[config.mk]
export PLATFORM = sky130hd
export DESIGN_NAME = module_keypad_scanner
export DESIGN_NICKNAME = d
export VERILOG_FILES = /design/src/rtl/keypad_pkg.sv /design/src/rtl/module_sync2.sv /design/src/rtl/module_keypad_scanner.sv
export SDC_FILE = /design/constraint.sdc
export NUM_CORES = 1
export LEC_CHECK = 0
export ABC_AREA = 1
export CORE_ASPECT_RATIO = 0.7
export CORE_MARGIN = 10
export CORE_UTILIZATION = 45
export DETAILED_ROUTE_END_ITERATION = 8
export PLACE_DENSITY = 0.59
export SYNTH_ARGS = -nofsm -noshare
export SYNTH_HDL_FRONTEND = slang
export SYNTH_SLANG_ARGS = --single-unit
[constraint.sdc]
create_clock -name clk -period 3.7 [get_ports clk]
set_input_delay 0.74 -clock clk [delete_from_list [all_inputs] [get_ports clk]]
set_output_delay 0.74 -clock clk [all_outputs]
set_load 0.01 [all_outputs]
[src/rtl/keypad_pkg.sv]
// Shared types and constants for the 4x4 matrix keypad scanner.
package keypad_pkg;

  localparam int unsigned NUM_ROWS = 4;
  localparam int unsigned NUM_COLS = 4;

  typedef enum logic [1:0] {
    SCAN,
    CONFIRM,
    ACCEPT,
    HELD
  } state_t;

  // Indexed [row][col]; '*' maps to E and '#' maps to F.
  localparam logic [3:0] KEYMAP [NUM_ROWS][NUM_COLS] = '{
    '{4'h1, 4'h2, 4'h3, 4'hA},
    '{4'h4, 4'h5, 4'h6, 4'hB},
    '{4'h7, 4'h8, 4'h9, 4'hC},
    '{4'hE, 4'h0, 4'hF, 4'hD}
  };

endpackage

[src/rtl/module_sync2.sv]
// Parameterized-width two-flop synchronizer for asynchronous inputs.
module module_sync2 #(
  parameter int unsigned       WIDTH   = 1,
  parameter logic [WIDTH-1:0]  RST_VAL = '0
) (
  input  logic             clk,
  input  logic             rst,
  input  logic [WIDTH-1:0] i_d,
  output logic [WIDTH-1:0] o_q
);

  logic [WIDTH-1:0] r_meta;
  logic [WIDTH-1:0] r_sync;

  always_ff @(posedge clk or negedge rst) begin
    if (!rst) begin
      r_meta <= RST_VAL;
      r_sync <= RST_VAL;
    end else begin
      r_meta <= i_d;
      r_sync <= r_meta;
    end
  end

  assign o_q = r_sync;

endmodule

[src/rtl/module_keypad_scanner.sv]
// 4x4 keypad scanner: column strobe, sampled row debounce, hex encode,
// single-cycle press event plus held level.
module module_keypad_scanner
  import keypad_pkg::*;
#(
  parameter int unsigned SCAN_DIV     = 27000,
  parameter int unsigned STABLE_SCANS = 4
) (
  input  logic                clk,
  input  logic                rst,
  input  logic [NUM_ROWS-1:0] row,
  output logic [NUM_COLS-1:0] col,
  output logic [3:0]          key_code,
  output logic                key_valid,
  output logic                key_held
);

  localparam int unsigned DW = $clog2(SCAN_DIV);
  localparam int unsigned CW = $clog2(STABLE_SCANS + 1);
  localparam logic [DW-1:0] DWELL_LAST = DW'(SCAN_DIV - 1);
  localparam logic [CW-1:0] CNT_LAST   = CW'(STABLE_SCANS - 1);

  logic [NUM_ROWS-1:0] w_row_s;
  logic [NUM_ROWS-1:0] w_low;
  logic                w_sample;
  logic                w_none;
  logic                w_multi;
  logic                w_one;
  logic [1:0]          w_one_row;
  logic                w_match;
  logic [3:0]          w_code;

  logic [DW-1:0] r_dwell;
  logic [1:0]    r_col_idx;
  state_t        r_state;
  logic [1:0]    r_cand_row;
  logic [CW-1:0] r_stable_cnt;
  logic [CW-1:0] r_rel_cnt;
  logic [3:0]    r_key_code;
  logic          r_key_valid;
  logic          r_key_held;

  module_sync2 #(
    .WIDTH   (NUM_ROWS),
    .RST_VAL ('1)
  ) u_row_sync (
    .clk (clk),
    .rst (rst),
    .i_d (row),
    .o_q (w_row_s)
  );

  assign w_sample = (r_dwell == DWELL_LAST);

  always_ff @(posedge clk or negedge rst) begin
    if (!rst) begin
      r_dwell <= '0;
    end else if (w_sample) begin
      r_dwell <= '0;
    end else begin
      r_dwell <= r_dwell + DW'(1);
    end
  end

  always_comb begin
    w_low     = ~w_row_s;
    w_none    = (w_low == '0);
    w_multi   = ((w_low & (w_low - NUM_ROWS'(1))) != '0);
    w_one     = !w_none && !w_multi;
    w_one_row = '0;
    for (int unsigned i = 0; i < NUM_ROWS; i++) begin
      if (w_low[i]) w_one_row = 2'(i);
    end
    w_match = w_one && (w_one_row == r_cand_row);
  end

  // Column index is frozen outside SCAN, so it doubles as the candidate column.
  assign w_code = KEYMAP[w_one_row][r_col_idx];

  always_ff @(posedge clk or negedge rst) begin
    if (!rst) begin
      r_state      <= SCAN;
      r_col_idx    <= '0;
      r_cand_row   <= '0;
      r_stable_cnt <= '0;
      r_rel_cnt    <= '0;
      r_key_code   <= '0;
      r_key_valid  <= 1'b0;
      r_key_held   <= 1'b0;
    end else begin
      r_key_valid <= 1'b0;
      case (r_state)
        SCAN: begin
          if (w_sample) begin
            if (w_one) begin
              r_cand_row   <= w_one_row;
              r_stable_cnt <= CW'(1);
              if (STABLE_SCANS == 1) begin
                r_key_code  <= w_code;
                r_key_valid <= 1'b1;
                r_key_held  <= 1'b1;
                r_state     <= ACCEPT;
              end else begin
                r_state <= CONFIRM;
              end
            end else begin
              r_col_idx <= r_col_idx + 2'd1;
            end
          end
        end
        CONFIRM: begin
          if (w_sample) begin
            if (w_match) begin
              r_stable_cnt <= r_stable_cnt + CW'(1);
              if (r_stable_cnt == CNT_LAST) begin
                r_key_code  <= w_code;
                r_key_valid <= 1'b1;
                r_key_held  <= 1'b1;
                r_state     <= ACCEPT;
              end
            end else begin
              r_stable_cnt <= '0;
              r_col_idx    <= r_col_idx + 2'd1;
              r_state      <= SCAN;
            end
          end
        end
        ACCEPT: begin
          r_stable_cnt <= '0;
          r_rel_cnt    <= '0;
          r_state      <= HELD;
        end
        HELD: begin
          if (w_sample) begin
            if (w_none) begin
              if (r_rel_cnt == CNT_LAST) begin
                r_rel_cnt  <= '0;
                r_key_held <= 1'b0;
                r_col_idx  <= r_col_idx + 2'd1;
                r_state    <= SCAN;
              end else begin
                r_rel_cnt <= r_rel_cnt + CW'(1);
              end
            end else begin
              r_rel_cnt <= '0;
            end
          end
        end
        default: r_state <= SCAN;
      endcase
    end
  end

  assign col       = ~(4'b0001 << r_col_idx);
  assign key_code  = r_key_code;
  assign key_valid = r_key_valid;
  assign key_held  = r_key_held;

endmodule

==> results of run 1 <==
==> synth_stat cells <==
master and count:
nand2_1 56, buf_4 1, nor4_1 1, nand2_4 3, a21o_1 1, o31ai_1 2
nand2_2 4, inv_4 2, nand4_1 8, nand3_1 22, nor2_4 6, o21a_1 1
o22ai_1 3, nand2_8 1, a21oi_1 11, dfrtp_1 33, xor2_1 5, nand3_2 1
nor3_1 4, a21oi_2 2, nand4_2 1, o21bai_1 3, o21ai_4 1, o21ai_0 10
o21ai_2 1, nor3_4 1, buf_2 1, inv_2 5, ha_1 14, dfstp_2 8
a211oi_1 1, nor2_2 3, inv_1 47, o21ai_1 8, nor2_1 34, a21boi_0 1
==> cell usage in the layout (no fill, tap or decap), drive strengths merged <==
cell	synthesis	layout
nand4	9	9
o21ai	20	20
o31ai	2	2
xor2	5	5
nor4	1	1
a21oi	13	13
dfrtp	33	33
inv	54	54
buf	2	1
nor3	5	5
nand3	23	23
o22ai	3	3
clkdlybuf4s50	0	14
bufinv	0	1
nand2	64	64
nor2	43	43
a21boi	1	1
a21o	1	1
o21bai	3	3
clkbuf	0	7
o21a	1	1
dfstp	8	8
ha	14	14
a211oi	1	1
==> kinds of logic (layout without fill, tap and decap cells) <==
logic type,after synthesis,count (layout),share of synthesized area [%]
flip-flops,41,41,41.8
XOR/XNOR,5,5,1.77
AO/OA/AOI/OAI,45,45,11.1
buffers and inverters,56,77,8.89
adder cells (fa/ha/maj),14,14,7.07
AND/OR/NAND/NOR,145,145,29.4
==> area by class of cell <==
class / count / area (sq um)
clock buffers: 7 / 86.3
well taps: 72 / 90.1
inverters: 54 / 208
flip-flops and latches: 41 / 1040
fillers: 507 / 2470
clock inverters: 1 / 30.0
repair buffers: 15 / 145
multi-input cells: 209 / 1220
==> sequential cells by signal, summed over array words and instances, names as in the netlist, 2 cells and up, named ones only <==
signal and cells:
r_dwell 15, key_code 4, u_row_sync.o_q 4, u_row_sync.r_meta 4, r_rel_cnt 3, r_stable_cnt 3
r_cand_row 2, r_col_idx 2
==> metal layers <==
layer / up-vias / part of all wire, % / GRT usage (%) / routed length, um
met3: 4 / 6.0 / 3.36 / 292
li1: 1020 / - / - / -
met5: - / 0 / 0 / 0
met2: 42 / 39 / 15.9 / 1930
met1: 882 / 54 / 18.3 / 2630
met4: 0 / 0.64 / 3.15 / 31
==> power by group <==
group          switching (mW)  internal [mW]
Clock                   0.154          0.220
Combinational          0.0284         0.0136
Sequential            0.00403          0.456
==> worst max path at each step <==
stage | start | end | slack, ns | cells after the start
3_3_place_gp | r_col_idx[0] | col[2] | 1.56 | 4
4_1_cts | r_col_idx[0] | col[2] | 1.22 | 4
6_report | r_col_idx[0] | col[2] | 1.23 | 4
2_1_floorplan | r_col_idx[0] | col[0] | 2.13 | 3
3_5_place_dp | r_col_idx[0] | col[2] | 1.55 | 4
5_1_grt | r_col_idx[0] | col[0] | 1.10 | 4
==> worst register-to-register path: stages, from the launching register on <==
cell      delay, ns
dfrtp_1        0.38
ha_1           0.29
nand2_1        0.08
nor2_1         0.12
nand2_1        0.13
nor2_4         0.28
o21bai_1       0.15
nor2_4         0.15
nand2_2        0.06
nand2_1        0.05
nand2_1        0.05
==> metrics by stage <==
stage,hold slack [ns],power [mW],worst slack (ns),cell area [sq um]
6_report,0.359,0.876,1.23,2820
5_1_grt,0.365,0.913,1.10,2820
4_1_cts,0.361,0.889,1.22,2820
3_5_place_dp,0.349,0.512,1.55,2700
3_3_place_gp,0.346,0.511,1.56,2700
2_1_floorplan,0.345,0.493,2.13,2480
==> metrics.yaml, run 1 <==
dpl.hpwl_mm: 3.74
area_growth_pct: 13.7
post_drt_wl_per_cell_um: 12.2
final_core_util_pct: 53.3
setup_viol: 0
num-nets-final: 346
rows: 22
clock_latency_ns: 0.29
required_ns: 2.96
final_antenna_net_count: 0
hold_viol_final: 0
worstSetupPathType: "reg2out"
cts_tree: "yes"
cp_top_family: "buffers and inverters"
cp_common_cell: "inv_1"
clock_sinks: 41
grt_pass1_vias: 1754
vias_per_cell: 4.88
ys_ff_latch: 41
synthesis.nets: 326
detailroute.via_count: 1948
hp-class: "reg2reg"
die_x_um: 109
syn_area_sq_um: 2480
fin_worst_skew_ns: 0.00589
r2r_setup_slack_ns: 1.84
drive_gt1_share_pct: 14.4
cellPowerDensity_nw_per_um2: 311
synth_cell_types: 36
min_delay_worst_endpoint: "u_row_sync.o_q[1]"
rsz0062_at_grt: "false"
crit_fanout: 8
status: "complete, no violations"
rr_endpoint: "r_col_idx[1]"
cts-root-buf: "clkbuf_8"
r2r-start: "r_dwell[0]"
gp_congestion: 0.829
tightest_slew_ns: 0.899
cts_resized: 0
drt-total-wl_mm: 4.88
cap_viol_max_count: 0
final_cells: 399
yosys.area.top_type: "dfrtp_1"
path_buf_inv: 3
antenna-diode-count: 0
drc: 0
grt_pass1_wl_mm: 8.54
port_buffers: 15
drt-initial-drc-count: 134
ctsHoldBuffers: 0
overflow: 0
cts_buffer_depth: 2
die_y_um: 82.1
period_needed_ns: 2.47
max-vdd-ir-drop_v: 0.000188
min-delay-start: "u_row_sync.r_meta[1]"
grt_use_total_pct: 12.0
leakagePower_nw: 1.33
start_util_pct: 46.9
die-area_sq_um: 8920
whs_path_depth: 0
post_cts_buffers: 0
postSynthCellCount: 306
cp-end-kind: "output port"
worstPathCellList: "inv_1 -> ha_1 -> inv_1 -> clkdlybuf4s50_1"
synth_top_area_share_pct: 33.3
synth_warnings: 0
arrival_ns: 1.73
io_pins: 16
drv_slew: 0
grt_max_degree: 42
cts_max_level: 2
first_pass_iters: 4
slowest_stage: "clkdlybuf4s50_1"
max_stage_delay_ns: 0.52
dp_cells: 391
tns_ns: 0
clock.fmax_mhz: 405
core-area_sq_um: 5290
period_share_pct: 66.8
clk_pin_slew_ns: 0.08
cts_buffers: 5
ys_seq_area_share_pct: 41.8
antenna_found_initial: 0
reg2regPathDepth: 10
slew-limit-headroom_pct: 40.1
avgSynthCellArea_sq_um: 8.10
synth_area_leaders: "dfrtp_1 (33%), dfstp_2 (8.5%), nand2_1 (8.5%), inv_1 (7.1%), ha_1 (7.1%)"
worstSetupStartpointType: "register"
(Power assumes the default switching activity.)
==> inputs of run 2 (changes only) <==
==> constraint.sdc (replaced) <==
create_clock -name clk -period 2.4 [get_ports clk]
set_input_delay 0.48 -clock clk [delete_from_list [all_inputs] [get_ports clk]]
set_output_delay 0.48 -clock clk [all_outputs]
set_load 0.01 [all_outputs]
==> run 2 against run 1 <==
Non-clock buffer count rose by 1; core utilization rose by 0.12 points; via count barely moved; clock skew rose by 0.0055 ns; total power rose by 52%; first-iteration DRC count fell by 31%; critical path type unchanged; critical endpoint is now col[0]; largest cell class unchanged; largest power group unchanged.
==> metrics.yaml, run 2 (synthesized netlist as in run 1, its figures left out) <==
pre_cts_ws_ns: 0.506
cap_viol_max_count: 0
drv_slew: 0
cts_resized: 0
clk_pin_slew_ns: 0.09
cellPowerDensity_nw_per_um2: 473
port_buffers: 15
arrival_ns: 1.74
tns_ns: 0
power_mw: 1.33
status: "complete, no violations"
largest_reg_flops: 15
die_y_um: 82.1
final_antenna_net_count: 0
detailroute.via_count: 1949
num-nets-final: 347
rows: 22
grt_pass1_wl_mm: 8.58
hold_viol_final: 0
crit_fanout: 8
use_met1_pct: 18.2
hp-class: "in2async"
cts_tree: "yes"
dpl.hpwl_mm: 3.78
p_int_mw: 1.04
core-area_sq_um: 5290
seq_area_sq_um: 1040
slew-limit-headroom_pct: 65.6
grt_max_degree: 42
clkPwrFrac_pct: 41.9
required_ns: 1.92
worstSetupStartpointType: "register"
cts_buffer_depth: 2
grt_use_total_pct: 12.0
period_needed_ns: 2.22
tightest_slew_ns: 0.516
drc: 0
fillCellCount: 522
ctsHoldBuffers: 0
die_x_um: 109
p_comb_share_pct: 5.0
r2r_setup_slack_ns: 0.59
grt_pass1_vias: 1792
cts-root-buf: "clkbuf_8"
io_pins: 16
rsz0062_at_grt: "false"
reg2regPathDepth: 8
clock.fmax_mhz: 451
overflow: 0
largest-register: "r_dwell"
antenna_found_initial: 0
p_seq_share_pct: 53.1
setup_slack_ns: 0.182
drt-initial-drc-count: 92
cts_max_level: 2
max-vdd-ir-drop_v: 0.000295
layout_commonest_cell: "nand2_1"
drive_gt1_share_pct: 14.9
p_switching_mw: 0.299
grt.busiest_layer: "met1"
start_util_pct: 46.9
mostFrequentLayoutCells: "nand2_1 (56), inv_1 (47), nor2_1 (34)"
worstSetupPathType: "reg2out"
use_met2_pct: 15.6
drt-total-wl_mm: 4.91
use_met3_pct: 3.44
cts_buffers: 5
first_pass_iters: 4
area_growth_pct: 13.9
swShare_pct: 22.4
fin_worst_skew_ns: 0.0114
period_share_pct: 92.4
post_drt_wl_per_cell_um: 12.3
clock_latency_ns: 0.30
clock_sinks: 41
holdWs_ns: 0.227
gp_congestion: 0.857
vias_per_cell: 4.87
post_cts_buffers: 0
cp-end-kind: "output port"
setup_viol: 0
leakagePower_nw: 1.33
rr_endpoint: "key_code[3]"
multi_input_area_sq_um: 1220
antenna-diode-count: 0
die-area_sq_um: 8920
-- run 2: cell count changes in the layout (fill, tap and decap cells not counted), sizes merged --
cell      before  now
buf            1    2
clkinv         0    1
clkinvlp       0    1
clkbuf         7    5
-- run 2: power by group through the flow --
stage               logic, mW  clock network, mW  registers (mW)
floorplan              0.0394                  0           0.720
global placement       0.0678                  0           0.722
detailed placement     0.0684                  0           0.722
CTS                    0.0687              0.581           0.709
global route           0.0756              0.608           0.710
finish                 0.0667              0.559           0.709
-- run 2: final cells by class --
class,instances,share of cell area [%]
flip-flops and latches,41,36.7
multi-input cells,209,43.3
inverters,54,7.36
well taps,72,3.19
repair buffers,16,5.41
clock buffers,5,2.44
clock inverters,3,1.64
-- run 2: metal layers --
| layer | vias up | share of wire, % |
|---|---|---|
| met5 | - | 0 |
| met4 | 0 | 1.2 |
| met3 | 8 | 5.5 |
| li1 | 1023 | - |
| met2 | 34 | 37 |
| met1 | 884 | 56 |
-- run 2: worst max path at each step --
stage / start / endpoint / slack (ns) / cells past startpoint
6_report: r_col_idx[0] / col[0] / 0.18 / 4
5_1_grt: r_col_idx[0] / col[0] / 0.06 / 4
4_1_cts: r_col_idx[0] / col[0] / 0.17 / 4
3_5_place_dp: r_col_idx[0] / col[0] / 0.51 / 4
3_3_place_gp: r_col_idx[0] / col[2] / 0.51 / 4
2_1_floorplan: r_dwell[0] / r_col_idx[0] / 0.87 / 10
-- run 2: critical path, cell delays in order (launching register included) --
cell and delay (ns):
dfrtp_1 0.47, inv_1 0.17, ha_1 0.23, inv_1 0.05, clkdlybuf4s50_1 0.52
-- run 2: per-stage QoR --
stage | utilization (%) | cells | instance area (sq um)
global route | 53.4 | 400 | 2820
CTS | 53.4 | 400 | 2820
detailed placement | 51.2 | 392 | 2710
floorplan | - | 306 | 2480
global placement | 51.2 | 392 | 2710
finish | 53.4 | 400 | 2820
==> inputs of run 3 (changes only) <==
--- a/config.mk
+++ b/config.mk
@@ -9,8 +9,9 @@
 export CORE_ASPECT_RATIO = 0.7
 export CORE_MARGIN = 10
 export CORE_UTILIZATION = 45
+export CTS_CLUSTER_DIAMETER = 50
 export DETAILED_ROUTE_END_ITERATION = 8
-export PLACE_DENSITY = 0.59
+export PLACE_DENSITY = 0.62
 export SYNTH_ARGS = -nofsm -noshare
 export SYNTH_HDL_FRONTEND = slang
 export SYNTH_SLANG_ARGS = --single-unit
==> constraint.sdc (replaced) <==
create_clock -name clk -period 1.8 [get_ports clk]
set_input_delay 0.27 -clock clk [delete_from_list [all_inputs] [get_ports clk]]
set_output_delay 0.27 -clock clk [all_outputs]
set_load 0.01 [all_outputs]
==> run 3 against run 2 <==
Final cell count grew 2.3%; routed wire length grew 4.9%; design area grew 1.7%; hold slack improved by 0.13 ns; sequential share of layout area fell by 0.54 points; clock power increased by 3%; clock-buffer cell count is 3 higher; via count is 0.92% higher; clock skew fell by 0.0064 ns; sequential power rose by 33%; critical path depth rose by 4; largest cell class unchanged.
==> metrics.yaml, run 3 (synthesized netlist as in run 1, its figures left out) <==
status: "complete, no violations"
wl_met1_mm: 2.90
min-delay-start: "u_row_sync.r_meta[1]"
layout_commonest_cell: "nand2_1"
path_buf_inv: 1
setup_slack_ns: 0.114
cp_top_family: "simple AND/OR/NAND/NOR gates"
dpl_cell_area_sq_um: 2750
cts_tree: "yes"
hold_viol_final: 0
fin_worst_skew_ns: 0.00495
rr_endpoint: "r_stable_cnt[2]"
largest_reg_flops: 15
antenna_found_initial: 0
drt-initial-drc-count: 154
drive_gt1_share_pct: 18.4
min_delay_worst_endpoint: "u_row_sync.o_q[1]"
clock_latency_ns: 0.29
slew-limit-headroom_pct: 71.8
dr_wl_met3_um: 298
final_area_sq_um: 2870
clock.fmax_mhz: 593
grt_pass1_wl_mm: 8.96
required_ns: 1.98
cap_viol_max_count: 0
clock_sinks: 41
antenna-diode-count: 0
worstPathCellList: "ha_2 -> nand3_1 -> nor2_1 -> nand2_1 -> o21ai_0 -> nand2_1 -> o21ai_1 -> inv_1"
grt_pass1_vias: 1793
worstSetupStartpointType: "register"
cts_buffer_depth: 2
drt-total-wl_mm: 5.15
clk_pin_slew_ns: 0.08
cp.depth: 8
overflow: 0
largest-register: "r_dwell"
r2r_setup_slack_ns: 0.11
cellPowerDensity_nw_per_um2: 562
start_util_pct: 46.9
grt_use_total_pct: 12.5
io_pins: 16
reg2regPathDepth: 8
grt_max_degree: 20
max-vdd-ir-drop_v: 0.000280
core-area_sq_um: 5290
cts_buffers: 5
post_drt_wl_per_cell_um: 12.6
rows: 22
tns_ns: 0
die-area_sq_um: 8920
slowest_stage: "dfrtp_1"
worstSetupPathType: "reg2reg"
vias_per_cell: 4.81
detailroute.via_count: 1967
pre_cts_ws_ns: 0.126
mostFrequentLayoutCells: "nand2_1 (56), inv_1 (46), nor2_1 (34)"
max_stage_delay_ns: 0.37
r2r-start: "r_dwell[0]"
first_pass_iters: 4
final_antenna_net_count: 0
port_buffers: 15
fillCellCount: 516
cts_max_level: 2
gp_congestion: 0.913
hp-class: "reg2reg"
crit_fanout: 5
die_x_um: 109
top_layer_used: "met4"
num-nets-final: 356
drv_slew: 0
power_mw: 1.61
met2WireLength_mm: 1.92
rsz0062_at_grt: "false"
period_share_pct: 93.7
arrival_ns: 1.86
holdWs_ns: 0.357
leakagePower_nw: 1.36
drc: 0
dpl.hpwl_mm: 4.05
setup_viol: 0
cp_common_cell: "nand2_1"
period_needed_ns: 1.69
tightest_slew_ns: 0.423
cp-end-kind: "register"
whs_path_depth: 0
area_growth_pct: 15.9
die_y_um: 82.1
cts-root-buf: "clkbuf_8"
-- run 3: changes by cell type in the layout (fill, tap and decap cells not counted), sizes merged --
cell / previous run / this run
dlygate4sd3: 0 / 1
clkbuf: 5 / 8
bufinv: 1 / 0
clkinv: 1 / 0
dlygate4sd2: 0 / 4
clkdlybuf4s50: 14 / 10
clkinvlp: 1 / 0
buf: 2 / 10
-- run 3: through the flow --
step / util (%) / instances
6_report: 54.3 / 409
4_1_cts: 54.0 / 409
3_5_place_dp: 52.1 / 398
2_1_floorplan: - / 306
5_1_grt: 54.3 / 409
3_3_place_gp: 52.1 / 398
-- run 3: worst max-delay path by stage --
stage | startpoint | end | slack [ns]
final | r_dwell[0] | r_stable_cnt[2] | 0.11
after global routing | u_row_sync.o_q[3] | r_col_idx[1] | 0.008
after CTS | u_row_sync.o_q[3] | r_col_idx[1] | 0.12
after detailed placement | u_row_sync.o_q[3] | r_col_idx[1] | 0.13
after global placement | u_row_sync.o_q[3] | r_col_idx[1] | 0.14
after floorplan | r_dwell[0] | r_col_idx[0] | 0.27
-- run 3: area by class of cell --
class                   instances  area (sq um)  share of cell area (%)
inverters                      54           208                    7.23
multi-input cells             209          1240                    43.1
flip-flops and latches         41          1040                    36.2
well taps                      72          90.1                    3.14
clock buffers                   8          80.1                    2.79
repair buffers                 25           218                    7.58
-- run 3: timing repair --
action,4_1_cts,5_1_grt
buffers inserted,2,0
setup endpoints to repair,4,7
hold buffers,1,0
pin swaps,0,1
gates resized for setup,6,6
endpoints found under the hold margin,14,0
-- run 3: where the power goes --
| group | leakage (nW) | internal [mW] | switching (mW) |
|---|---|---|---|
| clock network | 0.0395 | 0.276 | 0.300 |
| registers | 0.528 | 0.937 | 0.00861 |
| logic | 0.791 | 0.0321 | 0.0611 |
-- run 3: metal layers --
layer  global-route usage, %  up-vias
li1                        -     1037
met1                    18.8      886
met2                    17.2       40
met3                    3.36        4
met4                    2.76        0
met5                       0        -
